## config.mk

```make
export PLATFORM = sky130hd
export DESIGN_NAME = spi_exe_master
export DESIGN_NICKNAME = d
export VERILOG_FILES = /design/src/rtl/spi_exe_master.sv
export SDC_FILE = /design/constraint.sdc
export NUM_CORES = 1
export LEC_CHECK = 0
export CAP_MARGIN = 30
export CORE_UTILIZATION = 49
export DETAILED_ROUTE_END_ITERATION = 8
export GPL_TIMING_DRIVEN = 0
export PLACE_DENSITY = 0.87
export SETUP_SLACK_MARGIN = 0.1
export SYNTH_ARGS = -nofsm -noshare
export SYNTH_HDL_FRONTEND = slang
export SYNTH_SLANG_ARGS = --single-unit
```

## constraint.sdc

```tcl
create_clock -name i_sclk -period 1.6 [get_ports i_sclk]
set_input_delay 0.32 -clock i_sclk [delete_from_list [all_inputs] [get_ports i_sclk]]
set_output_delay 0.32 -clock i_sclk [all_outputs]
set_load 0.01 [all_outputs]
```

## src/rtl/spi_exe_master.sv

```systemverilog
// SPI master for the exe-unit slave: serialises {argA, argB, oper, 0} MSB first,
// waits TURNAROUND cycles, captures the RESP_W-bit reply and holds it on a valid/ready port.
module spi_exe_master #(
  parameter int DATA_W     = 8,
  parameter int RESP_W     = 28,
  parameter int TURNAROUND = 2
) (
  input  logic              i_sclk,
  input  logic              i_rst,
  input  logic              i_cmd_valid,
  output logic              o_cmd_ready,
  input  logic [DATA_W-1:0] i_argA,
  input  logic [DATA_W-1:0] i_argB,
  input  logic [3:0]        i_oper,
  output logic              o_cs,
  output logic              o_mosi,
  input  logic              i_miso,
  output logic              o_rsp_valid,
  input  logic              i_rsp_ready,
  output logic [DATA_W-1:0] o_result,
  output logic [3:0]        o_flags,
  output logic              o_frame_err,
  output logic              o_busy
);

  localparam int REQ_W   = 3 * DATA_W;
  localparam int PAD_W   = RESP_W - DATA_W - 4;
  localparam int CNT_MAX = (RESP_W > REQ_W) ? RESP_W : REQ_W;
  localparam int CNT_W   = $clog2(CNT_MAX);

  typedef enum logic [2:0] {
    IDLE,
    SEND,
    TURN,
    RECV,
    DONE
  } state_t;

  state_t              state_q, state_d;
  logic [CNT_W-1:0]    cnt_q, cnt_d;
  logic [REQ_W-1:0]    tx_q, tx_d;
  logic [RESP_W-1:0]   rx_q, rx_d;
  logic                mosi_q, mosi_d;
  logic [DATA_W-1:0]   result_q, result_d;
  logic [3:0]          flags_q, flags_d;
  logic                frame_err_q, frame_err_d;

  logic [REQ_W-1:0]    req_frame;
  logic [RESP_W-1:0]   rx_next;

  assign req_frame = {i_argA, i_argB, i_oper, {(DATA_W-4){1'b0}}};
  assign rx_next   = {rx_q[RESP_W-2:0], i_miso};

  // o_mosi is registered, so SEND covers only REQ_W-1 edges: the accept edge
  // already launches the first bit and the last bit is launched on the SEND->TURN edge.
  always_comb begin
    // NOTE: every _d gets its hold value first so no path through the case infers a latch.
    state_d     = state_q;
    cnt_d       = cnt_q;
    tx_d        = tx_q;
    rx_d        = rx_q;
    mosi_d      = mosi_q;
    result_d    = result_q;
    flags_d     = flags_q;
    frame_err_d = frame_err_q;

    unique case (state_q)
      IDLE: begin
        if (i_cmd_valid) begin
          tx_d    = {req_frame[REQ_W-2:0], 1'b0};
          mosi_d  = req_frame[REQ_W-1];
          cnt_d   = '0;
          state_d = SEND;
        end
      end
      SEND: begin
        mosi_d = tx_q[REQ_W-1];
        tx_d   = {tx_q[REQ_W-2:0], 1'b0};
        if (cnt_q == CNT_W'(REQ_W - 2)) begin
          cnt_d   = '0;
          state_d = TURN;
        end else begin
          cnt_d = cnt_q + CNT_W'(1);
        end
      end
      TURN: begin
        mosi_d = 1'b0;
        if (cnt_q == CNT_W'(TURNAROUND - 1)) begin
          cnt_d   = '0;
          state_d = RECV;
        end else begin
          cnt_d = cnt_q + CNT_W'(1);
        end
      end
      RECV: begin
        rx_d = rx_next;
        if (cnt_q == CNT_W'(RESP_W - 1)) begin
          result_d    = rx_next[RESP_W-1 -: DATA_W];
          flags_d     = rx_next[RESP_W-DATA_W-1 -: 4];
          frame_err_d = |rx_next[PAD_W-1:0];
          cnt_d       = '0;
          state_d     = DONE;
        end else begin
          cnt_d = cnt_q + CNT_W'(1);
        end
      end
      DONE: begin
        if (i_rsp_ready) state_d = IDLE;
      end
      default: state_d = IDLE;
    endcase
  end

  // NOTE: state registers use non-blocking assignments so every flop samples pre-edge values.
  always_ff @(posedge i_sclk or negedge i_rst) begin
    if (!i_rst) begin
      state_q     <= IDLE;
      cnt_q       <= '0;
      tx_q        <= '0;
      rx_q        <= '0;
      mosi_q      <= 1'b0;
      result_q    <= '0;
      flags_q     <= '0;
      frame_err_q <= 1'b0;
    end else begin
      state_q     <= state_d;
      cnt_q       <= cnt_d;
      tx_q        <= tx_d;
      rx_q        <= rx_d;
      mosi_q      <= mosi_d;
      result_q    <= result_d;
      flags_q     <= flags_d;
      frame_err_q <= frame_err_d;
    end
  end

  assign o_cs        = !(state_q inside {SEND, TURN, RECV});
  assign o_mosi      = mosi_q;
  assign o_cmd_ready = (state_q == IDLE);
  assign o_rsp_valid = (state_q == DONE);
  assign o_busy      = (state_q != IDLE);
  assign o_result    = result_q;
  assign o_flags     = flags_q;
  assign o_frame_err = frame_err_q;

endmodule

```

==> results.txt, run 1 <==
- Total Die Area: 6650 sq um
- The first global-routing pass estimated 11800 um of wire.
- Derived from the worst setup path, the maximum achievable clock frequency is 600 MHz.
* Number of cell instances on the worst register-to-register path: 6
- IR analysis of the VDD net gives a maximum drop of 853 uV.
- Hold violation count in the final report: 0
- In this run the cell area of the synthesized design comes to 3100 sq um.
* Final antenna-violating net count: 0
- The floorplan step defined a core boundary enclosing 6030 sq um.
* Total routed wirelength: 7800 um
- Worst-case register-to-register setup slack: -0.07 ns
- After synthesis, the cell types taking the most area are sky130_fd_sc_hd__dfrtp_1 (55%), sky130_fd_sc_hd__mux2_2 (14%), sky130_fd_sc_hd__mux2i_1 (5.5%).
- For this run, the number of Yosys warnings is 0.
- TritonCTS built the clock tree.
- The critical path is of the flip-flop to flip-flop type.
- Once the floorplan was initialized, standard cells occupied 51.5% of the core.
- Share of the synthesized area in the top cell type: 54.9%
* Period utilisation layout: 104%
* Pin count of the biggest net entering global routing: 69
- The worst path in the final design needs a cycle of 1.67 ns, including I/O delays and setup.
- For this block, the via count after detailed routing is 2187.
* Remaining routing DRC violations: 0
- Initial antenna violation count: 0
- Instance count of the mapped netlist: 241
* Number of design-rule violations left by the first detailed-router iteration: 111
- Dividing total power by cell area gives a power density of 1480 nW/um^2.
* Die Ht: 81.5 um
- The number of pins exceeding their max-slew limit in the final report came to 0.
* Number of global-route vias before repair: 2237
- Cell at the root of the clock tree: sky130_fd_sc_hd__clkbuf_8
- Of all nets on the critical path, the largest fanout is 5.
- The worst setup path is captured at a flip-flop.
* Number of optimization iterations in the first detailed-route pass: 6
- Setup violations remaining at the end of the flow were counted as 16.
- The run finished, with violations left.
- In the synthesized netlist the async set-or-reset flop fraction comes to 100%.
- Counting every sink on the clock net gives 68.
- Maximum root-to-sink buffer count: 2
- Prior to clock tree synthesis, the placed netlist has a worst setup slack of -0.178 ns.
* Average wire per cell in the routed design: 19.4 um
- Fraction of final layout cells sized beyond drive strength 1: 41.1%
- The worst setup path is launched from a flip-flop.
* Required time worst endpoint: 1.83 ns
* Die Width: 81.5 um
- Sequential cells were found to cover 54.9% of the synthesized design area.
- Cell variety after synth: 44
* Post-synth top area cell: sky130_fd_sc_hd__dfrtp_1
- After floorplanning, the core was divided into 28 placement rows.
- Among all flip-flop cells after synthesis, the most frequent one is sky130_fd_sc_hd__dfrtp_1.
- Number of levels the H-tree was split into: 3
- Post-Route Skew: 0.00773 ns
- Global routing used 24.6% of the available tracks.
* Area growth from synthesis to layout: 44.1%
- Setup repair after global routing could not meet its margin everywhere.
- Ant diodes: 0
- Beginning of the worst register-to-register path: cnt_q[1]
* Clock slew at the register clock pins of the worst setup and hold paths: 0.08 ns
- Global routing finished with a remaining overflow of 0.
- Routability-driven placement finished with a final weighted congestion of 0.813.
* Pleak: 2.10 nW
- In this run the worst hold path is classified as input pin to async pin.
* Vias per Instance: 5.45
- Nets@finish: 349
- Syn avg cell area: 12.9 sq um
- Capturing point of the worst reg2reg path: o_flags[3]
* Max cap viols: 0
- Post-Synthesis Net Count: 269
* Final TNS setup: -0.840 ns
- Number of synthesized register bits: 68
- Violated checks: setup timing
- Across all setup checks in the final design, the least slack found is -0.0671 ns.
- For the pin with the worst max-slew slack, the measured transition is 0.859 ns.
* Count of port buffers added during placement: 42
* Relative slew slack: 42.8%
* Count of boundary I/O pins: 43
* End-of-flow core utilization: 74.1%
* Clock latency at the later pin of the worst-skew pair: 0.35 ns
* Crit path DAT: 1.89 ns
- The wire-length estimate of the detail-placed layout is 3640 um.
- Number of enable-type register cells in the synthesized netlist: 0
* Clock buffer count from CTS: 9
==> registers in the layout, summed over array words and instances, names as in the netlist <==
signal       count
rx_q            27
o_frame_err      1
o_result         8
state_q          3
cnt_q            5
o_mosi           1
o_flags          4
tx_q            19
==> logic make-up (layout without fill, tap and decap cells) <==
family	after synthesis	count (layout)	share of synthesized area, %
compound gates	34	34	7.02
buf+inv	23	108	5.65
mux	58	58	20.7
xor+xnor	1	1	0.283
simple gates	54	54	10.2
flops	68	68	54.9
fa+ha+maj	3	3	1.21
==> routing by layer <==
layer	vias up	global-route usage, %	share of wire (%)
li1	1011	-	-
met1	1105	30.9	42
met2	57	40.8	52
met3	14	6.78	3.9
met4	0	8.21	1.5
met5	-	0	0
==> placed cells by master, fill, tap and decap left out, types with 2 or more instances in the layout <==
cell / instances
sky130_fd_sc_hd__dfrtp_1: 65
sky130_fd_sc_hd__nand2b_1: 2
sky130_fd_sc_hd__buf_2: 3
sky130_fd_sc_hd__nor3_2: 2
sky130_fd_sc_hd__o211ai_1: 2
sky130_fd_sc_hd__or2_4: 2
sky130_fd_sc_hd__o21ai_1: 18
sky130_fd_sc_hd__o21ai_2: 2
sky130_fd_sc_hd__nand3_1: 2
sky130_fd_sc_hd__clkinvlp_4: 2
sky130_fd_sc_hd__mux2i_1: 16
sky130_fd_sc_hd__inv_2: 2
sky130_fd_sc_hd__clkdlybuf4s50_1: 23
sky130_fd_sc_hd__o21ai_0: 2
sky130_fd_sc_hd__inv_1: 5
sky130_fd_sc_hd__dfrtp_2: 3
sky130_fd_sc_hd__a21oi_1: 2
sky130_fd_sc_hd__buf_8: 5
sky130_fd_sc_hd__inv_6: 2
sky130_fd_sc_hd__buf_16: 2
sky130_fd_sc_hd__buf_12: 5
sky130_fd_sc_hd__nor2b_1: 3
sky130_fd_sc_hd__mux2_4: 40
sky130_fd_sc_hd__clkbuf_16: 3
sky130_fd_sc_hd__ha_4: 3
sky130_fd_sc_hd__nand2_1: 25
sky130_fd_sc_hd__buf_6: 9
sky130_fd_sc_hd__nor4_1: 4
sky130_fd_sc_hd__clkbuf_8: 10
sky130_fd_sc_hd__dlygate4sd2_1: 14
sky130_fd_sc_hd__buf_4: 20
==> stage by stage <==
step                total power, mW  hold slack [ns]  area, sq um  instances
floorplan                      3.57           0.0244         3110        241
global placement               3.92            0.469         3630        358
detailed placement             4.01            0.473         3630        358
CTS                            6.18           0.0980         4260        392
global route                   6.91            0.138         4470        401
finish                         6.62           0.0722         4470        401
==> cell type report <==
| cell class | instances | area (sq um) |
|---|---|---|
| Buffer | 15 | 196 |
| Clock buffer | 10 | 138 |
| Clock inverter | 6 | 71.3 |
| Fill cell | 354 | 1560 |
| Inverter | 7 | 26.3 |
| Multi-Input combinational cell | 150 | 1500 |
| Sequential cell | 68 | 1710 |
| Tap cell | 75 | 93.8 |
| Timing Repair Buffer | 70 | 736 |
==> Yosys cell counts, drive strengths merged (3+ instances only) <==
cell type   n
mux2       40
buf        14
inv         7
dfrtp      68
nand2      26
o21ai      22
nor4        4
mux2i      17
nor3        4
ha          3
nor2b       4
==> worst max-delay path by stage <==
stage                     start         end  cells after the start
finish                 cnt_q[1]  o_flags[3]                      6
global route           cnt_q[0]    cnt_q[3]                      7
CTS                  state_q[2]      o_busy                      4
detailed placement  i_cmd_valid      o_mosi                      6
global placement          i_rst    tx_q[13]                      1
floorplan              cnt_q[0]  o_flags[0]                      5
==> critical path, stage by stage, from the launching register on <==
cell                       delay [ns]
sky130_fd_sc_hd__dfrtp_2         0.46
sky130_fd_sc_hd__ha_4            0.18
sky130_fd_sc_hd__nand4b_4        0.19
sky130_fd_sc_hd__nor2_4          0.17
sky130_fd_sc_hd__buf_6           0.13
sky130_fd_sc_hd__buf_16          0.12
sky130_fd_sc_hd__mux2_4          0.30
==> power breakdown <==
group	switching, mW	internal (mW)
registers	0.354	2.08
logic	1.20	1.52
clock network	0.704	0.775
==> repair_timing <==
item                                    CTS  global route
hold buffers                              0             0
endpoints found under the setup margin   69            70
buffers inserted                         17             6
resized for setup                       103            24
pin swaps                                 6            12
cloned                                    2             3
Power figures use the tool's default switching activity.
==> run 2: changes to the inputs <==
==> constraint.sdc (replaced) <==
create_clock -name i_sclk -period 1.6 [get_ports i_sclk]
set_input_delay 0.24 -clock i_sclk [delete_from_list [all_inputs] [get_ports i_sclk]]
set_output_delay 0.24 -clock i_sclk [all_outputs]
set_load 0.01 [all_outputs]
==> run 2 against run 1 <==
Effect of this change:
- the flow finishes with violations (hold timing, setup timing)
- fmax grew 0.93%
- register-to-register slack improved by 0.02 ns
- design area decreased by 2.4%
- die area unchanged
- final cell count fell by 1.0%
- clock power is essentially flat
- critical endpoint is now cnt_q[3]
==> results.txt, run 2 (synthesis results as in run 1) <==
- The core utilization of the finished layout is 72.4% (-1.7 points).
- Final TNS setup: -0.0906 ns (+0.750 ns)
- Wire length of the first global-routing pass: 9940 um (-16%)
* Core outline area: 6030 sq um (unchanged)
* Cell at the root of the clock tree: sky130_fd_sc_hd__clkbuf_8
- The worst hold slack is -0.00464 ns (-0.0768 ns).
- The total of buffers placed on input and output ports was 42 (unchanged).
- The logic depth of the worst register-to-register path is 6 (unchanged).
- Clock slew at the register clock pins of the worst setup and hold paths: 0.08 ns (about the same)
* Crit start category: flip-flop
- The half-perimeter wire length after detailed placement was 3640 um (unchanged).
- The maximum frequency from static timing analysis is 605 MHz (+0.93%).
* Crit path DAT: 1.86 ns (-0.03 ns)
- The initial antenna violation count was 0 (unchanged).
- Remaining routing DRC violations: 0 (unchanged)
* Time the worst path needs with I/O delays and setup: 1.65 ns (-0.0153 ns)
- Capturing element type of the critical path: flip-flop
- Pleak: 2.13 nW (+1.5%)
- The share of cells above drive strength 1 is 40.4% (-0.73 points).
- The total overflow reported by the global router was 0 (unchanged).
- The worst register-to-register path begins at cnt_q[0].
* Most common cell after layout, fill and taps aside: sky130_fd_sc_hd__dfrtp_1
* Worst-case register-to-register setup slack: -0.05 ns (+0.02 ns)
* Ant diodes: 0 (unchanged)
* Longest individual stage delay on the worst path: 0.41 ns (-0.05 ns)
- CTS sink cnt: 68 (unchanged)
- The total detailed-routing wirelength is 6760 um (-13%).
* Met2 routing resource usage after global routing: 35.3% (-5.6 points)
- The aggregate global-route resource usage came to 20.3% (-4.3 points).
- The final instance area came to 4360 sq um (-2.4%).
- More flip-flops sit in one register than any other, and that register is rx_q.
- Die Width: 81.5 um (unchanged)
* Hold violation count in the final report: 2 (+2)
- Placement Setup Slack: -0.119 ns (+0.0592 ns)
- Met1 usage: 24.3% (-6.6 points)
- Max-slew violation count: 0 (unchanged)
- The placed cell area came to 3630 sq um (unchanged).
* Clock buffer count from CTS: 9 (unchanged)
* Max cap viols: 0 (unchanged)
- Pin count of the biggest net entering global routing: 69 (unchanged)
- Clock latency at the later pin of the worst-skew pair: 0.35 ns (about the same)
* Met3 usage in global routing: 6.00% (-0.78 points)
- The number of hold buffers added after CTS is 0 (unchanged).
- Worst hold path class: input pin to async pin
- Placer congestion estimate: 0.813 (unchanged)
* Cell with the largest stage delay on the worst path: sky130_fd_sc_hd__dfrtp_1
* Setup slack after layout: -0.0518 ns (+0.0153 ns)
- The total via count in the routed design is 2141 (-2.1%).
- The per-cell routed wire length came to 17.0 um (-12%).
- The critical-path maximum fanout came to 3 (-2).
* Die Ht: 81.5 um (unchanged)
- The number of global-route vias before repair was 2192 (-2.0%).
- Period utilisation layout: 103% (-0.96 points)
* Critical path class: flip-flop to flip-flop
- TritonCTS built the clock tree.
* Cells along the critical path: buf_4 > ha_2 > nor4b_4 > o2bb2ai_4 > o211ai_1 > o311ai_2
- The number of I/O pins was 43 (unchanged).
- The number of flip-flops in the largest register is 27 (unchanged).
- The endpoint required time on the critical path came to 1.81 ns (-0.02 ns).
- The number of placement rows is 28 (unchanged).
* Vias per Instance: 5.39 (-1.1%)
- The global routing stage identified its most utilized layer as met2.
- Area growth from synthesis to layout: 40.7%
- The number of detailed-routing iterations run before antenna repair was 4 (-2).
- The flow ran to the end, but the final reports show violations.
* Cells after DPL: 358 (unchanged)
- Slew at the pin with the worst max-slew slack: 0.839 ns (-0.0196 ns)
- Nets@finish: 345 (-1.1%)
- Power density relative to cell area: 1410 nW/um^2 (-4.7%)
* Relative slew slack: 44.1% (+1.3 points)
* Cell Count, Final, Fillers Out: 397 (-1.0%)
- The worst register-to-register path ends at cnt_q[3].
- The top cell types in the final layout, fill and taps aside, are sky130_fd_sc_hd__dfrtp_1 (66), sky130_fd_sc_hd__mux2_2 (25), sky130_fd_sc_hd__clkdlybuf4s50_1 (24).
* RSZ-0062 raised after global routing: true
- Maximum root-to-sink buffer count: 2 (unchanged)
- Total Die Area: 6650 sq um (unchanged)
* Number of levels the H-tree was split into: 3 (unchanged)
- The count of routing violations after the opening detailed-route iteration is 131 (+18%).
- # setup viols final: 4 (-12)
- Initial standard-cell utilization of the core: 51.5% (unchanged)
* Final antenna-violating net count: 0 (unchanged)
* Worst ir drop on vdd: 758 uV (-11%)
* Post-Route Skew: 0.00905 ns (+0.00131 ns)
- The final reports fail on hold timing, setup timing.
-- run 2: where the power goes --
| group | total [mW] | leakage, nW | switching [mW] | internal [mW] |
|---|---|---|---|---|
| clock | 1.47 | 0.0995 | 0.697 | 0.775 |
| combinational | 2.33 | 1.12 | 1.05 | 1.28 |
| sequential | 2.36 | 0.914 | 0.286 | 2.07 |
| total | 6.17 | 2.13 | 2.04 | 4.13 |
-- run 2: worst max path at each step --
| stage | startpoint | endpoint | slack, ns | depth (start not counted) |
|---|---|---|---|---|
| global placement | i_rst | tx_q[13] | -1.90 | 1 |
| CTS | cnt_q[1] | cnt_q[0] | -0.0002 | 6 |
| global route | cnt_q[0] | cnt_q[3] | -0.13 | 6 |
| finish | cnt_q[0] | cnt_q[3] | -0.05 | 6 |
| floorplan | cnt_q[0] | o_flags[0] | 0.09 | 5 |
| detailed placement | cnt_q[1] | cnt_q[4] | -0.12 | 6 |
-- run 2: worst max-delay path, delay by kind of cell, from the launching register on --
kind                     cells  cell delay [ns]
adder cells (fa/ha/maj)      1             0.17
flip-flops                   1             0.41
AND/OR/NAND/NOR              1             0.29
AO/OA/AOI/OAI                3             0.51
buffers and inverters        1             0.14
-- run 2: repair_timing --
action / 4_1_cts / 5_1_grt
gates cloned: 1 / 4
pin swaps: 16 / 21
setup endpoints to repair: 57 / 79
resized for setup: 35 / 59
setup buffers: 14 / 5
-- run 2: area by class of cell --
cell class	instances	area [sq um]
well taps	75	93.8
flip-flops and latches	68	1700
clock inverters	6	71.3
fillers	375	1660
repair buffers	66	757
inverters	7	26.3
clock buffers	10	138
multi-input cells	150	1390
plain buffers	15	181
-- run 2: per-layer routing --
metal	share of wire, %	vias up	routed length, um
li1	-	1005	-
met1	43	1093	2910
met2	53	38	3590
met3	3.1	5	210
met4	0.73	0	49
met5	0	-	0
-- run 2: per-stage QoR --
step	power (mW)	hold slack [ns]
6_report	6.17	-0.00464
5_1_grt	6.47	0.0752
4_1_cts	5.72	0.0180
3_5_place_dp	4.01	0.397
3_3_place_gp	3.92	0.469
2_1_floorplan	3.57	-0.0556
